===== config.mk =====
export PLATFORM = sky130hd
export DESIGN_NAME = button_chord_conditioner_flat
export DESIGN_NICKNAME = d
export VERILOG_FILES = /design/src/rtl/button_chord_conditioner_if.sv /design/src/rtl/button_chord_conditioner.sv /design/src/flat_wrapper.sv
export SDC_FILE = /design/constraint.sdc
export NUM_CORES = 1
export LEC_CHECK = 0
export ABC_CLOCK_PERIOD_IN_PS = 3300
export CAP_MARGIN = 5
export CORE_MARGIN = 1
export CORE_UTILIZATION = 55
export DETAILED_ROUTE_END_ITERATION = 8
export PLACE_DENSITY = 0.72
export SYNTH_ARGS = -nofsm -noshare
export SYNTH_HDL_FRONTEND = slang
export SYNTH_SLANG_ARGS = --single-unit
export TNS_END_PERCENT = 100

===== constraint.sdc =====
create_clock -name clk_in -period 3.3 [get_ports clk_in]
set_input_delay 0.495 -clock clk_in [delete_from_list [all_inputs] [get_ports clk_in]]
set_output_delay 0.495 -clock clk_in [all_outputs]
set_load 0.02 [all_outputs]

===== src/rtl/button_chord_conditioner_if.sv =====
// Button-side bundle of the chord conditioner: raw buttons in, levels and chord pulse out.
// Purely combinational wiring with no handshake, because the conditioner always accepts button input.
interface button_chord_conditioner_if;
  logic [3:0] btn_raw;
  logic [3:0] btn_level;
  logic [3:0] btn_out;
  logic       btn_valid;
  logic       busy;

  modport master (output btn_raw, input btn_level, btn_out, btn_valid, busy);
  modport slave  (input btn_raw, output btn_level, btn_out, btn_valid, busy);
endinterface


===== src/rtl/button_chord_conditioner.sv =====
// Syncs/debounces 4 buttons (DEBOUNCE_CYCLES+2 latency), ORs presses within CHORD_CYCLES into one registered
// single-cycle chord pulse, never stalls; define HOLD_REPEAT_EN to re-emit the chord every REPEAT_CYCLES while held.
module button_chord_conditioner #(
  parameter int DEBOUNCE_CYCLES = 16,
  parameter int CHORD_CYCLES    = 8,
  parameter int REPEAT_CYCLES   = 64,
  parameter int CNT_W           = 20
) (
  input logic                        clk_in,
  input logic                        rst_n,
  button_chord_conditioner_if.slave  btn_if
);

  typedef enum logic [1:0] {IDLE, COLLECT, EMIT, WAIT_RELEASE} state_t;

  localparam logic [CNT_W-1:0] CNT_ONE  = CNT_W'(1);
  localparam logic [CNT_W-1:0] DEB_LAST = CNT_W'(DEBOUNCE_CYCLES - 1);
  localparam logic [CNT_W-1:0] WIN_LAST = CNT_W'(CHORD_CYCLES - 1);

  if ((longint'(DEBOUNCE_CYCLES) > (longint'(1) << CNT_W)) ||
      (longint'(CHORD_CYCLES)    > (longint'(1) << CNT_W)) ||
      (longint'(REPEAT_CYCLES)   > (longint'(1) << CNT_W))) begin : g_cnt_w_too_small
    $error("CNT_W too narrow for the configured cycle counts");
  end

  logic [3:0]            sync1_q, sync2_q;
  logic [3:0]            level_q, level_d;
  logic [3:0][CNT_W-1:0] deb_cnt_q, deb_cnt_d;
  state_t                state_q, state_d;
  logic [CNT_W-1:0]      win_q, win_d;
  logic [3:0]            code_q, code_d;
  logic [3:0]            out_q, out_d;
  logic                  vld_q, vld_d;
`ifdef HOLD_REPEAT_EN
  localparam logic [CNT_W-1:0] RPT_LAST = CNT_W'(REPEAT_CYCLES - 1);
  logic [CNT_W-1:0]      rpt_q, rpt_d;
`endif

  always_ff @(posedge clk_in or negedge rst_n) begin
    if (!rst_n) begin
      sync1_q   <= '0;
      sync2_q   <= '0;
      level_q   <= '0;
      deb_cnt_q <= '0;
      state_q   <= IDLE;
      win_q     <= '0;
      code_q    <= '0;
      out_q     <= '0;
      vld_q     <= 1'b0;
`ifdef HOLD_REPEAT_EN
      rpt_q     <= '0;
`endif
    end else begin
      sync1_q   <= btn_if.btn_raw;
      sync2_q   <= sync1_q;
      level_q   <= level_d;
      deb_cnt_q <= deb_cnt_d;
      state_q   <= state_d;
      win_q     <= win_d;
      code_q    <= code_d;
      out_q     <= out_d;
      vld_q     <= vld_d;
`ifdef HOLD_REPEAT_EN
      rpt_q     <= rpt_d;
`endif
    end
  end

  // A bit only flips after DEBOUNCE_CYCLES unbroken cycles of disagreement with its current level.
  always_comb begin
    level_d   = level_q;
    deb_cnt_d = deb_cnt_q;
    for (int b = 0; b < 4; b++) begin
      if (sync2_q[b] == level_q[b]) begin
        deb_cnt_d[b] = '0;
      end else if (deb_cnt_q[b] == DEB_LAST) begin
        level_d[b]   = sync2_q[b];
        deb_cnt_d[b] = '0;
      end else begin
        deb_cnt_d[b] = deb_cnt_q[b] + CNT_ONE;
      end
    end
  end

  always_comb begin
    state_d = state_q;
    case (state_q)
      IDLE:         if (level_q != 4'b0000) state_d = COLLECT;
      COLLECT:      if (win_q == WIN_LAST)  state_d = EMIT;
      EMIT:         state_d = WAIT_RELEASE;
      WAIT_RELEASE: if (level_q == 4'b0000) state_d = IDLE;
      default:      state_d = IDLE;
    endcase
  end

  // The pulse is loaded on the COLLECT->EMIT edge so it is visible during the EMIT cycle itself.
  always_comb begin
    code_d = code_q;
    win_d  = win_q;
    out_d  = '0;
`ifdef HOLD_REPEAT_EN
    rpt_d  = '0;
`endif
    case (state_q)
      IDLE: begin
        code_d = level_q;
        win_d  = '0;
      end
      COLLECT: begin
        code_d = code_q | level_q;
        win_d  = win_q + CNT_ONE;
        if (win_q == WIN_LAST) out_d = code_q | level_q;
      end
`ifdef HOLD_REPEAT_EN
      EMIT: rpt_d = rpt_q + CNT_ONE;
      WAIT_RELEASE: begin
        if (level_q != 4'b0000) begin
          if (rpt_q == RPT_LAST) out_d = code_q;
          else                   rpt_d = rpt_q + CNT_ONE;
        end
      end
`endif
      default: ;
    endcase
    vld_d = |out_d;
  end

  assign btn_if.btn_level = level_q;
  assign btn_if.btn_out   = out_q;
  assign btn_if.btn_valid = vld_q;
  assign btn_if.busy      = (state_q != IDLE);

endmodule


===== src/flat_wrapper.sv =====
// flat-port wrapper written by rule: the top's interface ports become plain ports
module button_chord_conditioner_flat 
#(
  parameter int DEBOUNCE_CYCLES = 16,
  parameter int CHORD_CYCLES    = 8,
  parameter int REPEAT_CYCLES   = 64,
  parameter int CNT_W           = 20
)
  (clk_in, rst_n, btn_if_btn_raw, btn_if_btn_level, btn_if_btn_out, btn_if_btn_valid, btn_if_busy);
  button_chord_conditioner_if btn_if_i ();
  input logic clk_in;
  input logic rst_n;
  input wire logic [$bits(btn_if_i.btn_raw)-1:0] btn_if_btn_raw;
  output wire logic [$bits(btn_if_i.btn_level)-1:0] btn_if_btn_level;
  output wire logic [$bits(btn_if_i.btn_out)-1:0] btn_if_btn_out;
  output wire logic [$bits(btn_if_i.btn_valid)-1:0] btn_if_btn_valid;
  output wire logic [$bits(btn_if_i.busy)-1:0] btn_if_busy;
  assign btn_if_i.btn_raw = btn_if_btn_raw;
  assign btn_if_btn_level = btn_if_i.btn_level;
  assign btn_if_btn_out = btn_if_i.btn_out;
  assign btn_if_btn_valid = btn_if_i.btn_valid;
  assign btn_if_busy = btn_if_i.busy;
  button_chord_conditioner #(.DEBOUNCE_CYCLES(DEBOUNCE_CYCLES), .CHORD_CYCLES(CHORD_CYCLES), .REPEAT_CYCLES(REPEAT_CYCLES), .CNT_W(CNT_W)) u_core (.clk_in(clk_in), .rst_n(rst_n), .btn_if(btn_if_i));
endmodule

==> impl_metrics.ini <==
[sta]
layout_worst_path_cycle_share_pct = 80.1
fin_setup_tns_ns = 0
fin_hold_ws_ns = 0.0749
setup_viol = 0
skew_ns = 0.0112
finalCriticalPeriod_ns = 2.64
max-slew-margin-rel_pct = 41.8
final_hold_viol_count = 0
max_clock_freq_ghz = 0.378
worst_pin_slew_ns = 0.874
rsz0062_at_grt = no
slew_violations = 0

[grt]
grt_antenna_before_repair = 0
grt_pass1_wl_um = 21000
grt_pass1_vias = 4538
grt-ovfl-total = 0
grt_max_degree = 73
grt_use_total_pct = 23.5

[clock_tree]
clock-sinks = 123
ctsHoldBuffers = 0
cts_setup_buffers = 0
cts_root_buf = clkbuf_8
clk_transition_reported_paths_ns = 0.05
htree_levels = 4
clkLatencyLatePin_ns = 0.52
cts_tree = built
clockBufferDepth = 2
cts_resized = 0
cts_buffers = 17

[detailed_routing]
drtPass1Iterations = 5
vias_per_cell = 6.05
antenna_left = 0
drc = 0
wl_per_cell_um = 15.4
vias = 4656
drtIter0Drc = 298
wl_um = 11900

[floorplanning]
core_sq_um = 10500
io_pins = 16
die_h_um = 106
die_x_um = 106
start_util_pct = 57.4
dieArea_sq_um = 11300
num_rows = 37

[setup_path]
required_ns = 2.80
crit_type = reg -> out
endpoint_kind = output port
arrival_ns = 2.15
start_kind = flop
cp_max_fo = 10

[cells_and_area]
drive_gt1_share_pct = 7.57
n_antenna_cell = 0
final_core_util_pct = 65.5
final_cell_count_no_fill = 770
areaGrowthSynthToFinish_pct = 14.2
stdcell_area_sq_um = 6860
nets = 636
nFillCells = 842

[synthesis]
syn_nets = 617
ys.warnings.count = 0
synthFlopType = dfrtp_1
yosysSeqAreaShare_pct = 51.3
avgSynthCellArea_sq_um = 9.97
synth_edf_count = 0
syn_inst = 602
yosysTopAreaCellShare_pct = 51.3
yosysMostFrequentCell = dfrtp_1
synth_commonest_cells = 123 x dfrtp_1, 77 x nor2_1, 43 x nand3_1, 34 x nand2_1, 32 x xnor2_1
async_flop_share_pct = 100
synth_area_leaders = dfrtp_1 51%, nor2_1 4.8%, xnor2_1 4.7%
synthesis.area_sq_um = 6000
synthDistinctLibCells = 45
ys_ff_latch = 123
synth_top_area_cell = dfrtp_1

[placed_design]
port-buffer-count = 15
globalplace.congestion = 0.854
placed_cell_area_sq_um = 6260
dp.cells = 738
hpwl_um = 7790

[outcome]
status = complete, no violations

[power]
power.density_nw_per_um2 = 557
ir_drop_uv = 568
p_leak_uw = 0.00285

[hold_path]
min_path_type = in -> async

[run]
drv_cap = 0
-- worst paths after layout --
kind | start | depth (start not counted) | slack, ns | endpoint
max | u_core.state_q[0] | 4 | 0.66 | btn_if_busy
min | rst_n | 1 | 0.07 | u_core.win_q[14]
max reg2reg | u_core.state_q[1] | 5 | 1.01 | u_core.win_q[19]
min reg2reg | u_core.sync1_q[3] | 0 | 0.35 | u_core.sync2_q[3]
max in group asynchronous | rst_n | 2 | 2.39 | u_core.deb_cnt_q[71]
min in group clk_in | u_core.sync1_q[3] | 0 | 0.35 | u_core.sync2_q[3]
-- power breakdown --
| group | switching, uW | total (uW) | internal (uW) |
|---|---|---|---|
| Combinational | 254 | 396 | 143 |
| Sequential | 47.7 | 1600 | 1560 |
| Clock | 631 | 1820 | 1190 |
-- logic make-up after synthesis --
kind of cell | count (synthesis) | synth area share (%)
buffers and inverters | 39 | 2.67
AOI/OAI and AO/OA | 91 | 10.2
DFF | 123 | 51.3
adders and majority gates | 9 | 1.88
xor gates and xnor gates | 53 | 7.73
muxes | 14 | 2.50
and+or+nand+nor | 273 | 23.8
-- cells in the final DEF, fill, tap and decap left out, drive strengths merged, types with 5 or more instances in the layout --
master         synthesis  routed
a21oi                 26      26
and3                  14      14
and4                   8       8
buf                    9       5
clkbuf                10      26
clkdlybuf4s50          0      14
dfrtp                123     123
ha                     9       9
inv                   20      20
mux2                   5       5
mux2i                  9       9
nand2                 34      34
nand3                 43      43
nand4                 21      21
nor2                  77      77
nor3                  15      15
nor4                  29      29
o211ai                 8       8
o21ai                 25      25
o31ai                 18      18
or3                   12      12
or4                   13      13
xnor2                 32      32
xor2                  21      21
-- routing by layer --
layer  global-route usage, %  share of wire [%]  wire length, um  up-vias
li1                        -                  -                -     2233
met1                    30.8                 46             5500     2269
met2                    36.8                 48             5650      133
met3                    6.44                4.5              530       21
met4                    9.69                1.6              195        0
met5                       0                  0                0        -
-- stage by stage --
step | worst slack, ns | total power [uW]
2_1_floorplan | 1.54 | 1890
3_3_place_gp | 1.21 | 1990
3_5_place_dp | 1.05 | 2010
4_1_cts | 0.651 | 3850
5_1_grt | 0.521 | 3980
6_report | 0.657 | 3820
-- layout make-up --
class	instances	area, sq um	share of cell area (%)
inverter	20	75.1	1.10
sequential	123	3080	44.9
clock inverter	6	82.6	1.20
timing repair buffer	19	178	2.59
multi-input combinational	440	2760	40.3
clock buffer	26	508	7.41
tap	136	170	2.48
-- critical path, stage by stage, from the launching register on --
cell and delay [ns]:
dfrtp_1 0.41, inv_1 0.11, ha_1 0.43, inv_1 0.13, clkdlybuf4s50_1 0.56
-- sequential cells by signal (all words and copies together) (netlist names), 2 cells and up --
register,count
u_core.code_q,4
u_core.deb_cnt_q,80
u_core.btn_if.btn_level,4
u_core.state_q,2
u_core.win_q,20
u_core.btn_if.btn_out,4
u_core.sync2_q,4
u_core.sync1_q,4
(Power assumes the default switching activity.)
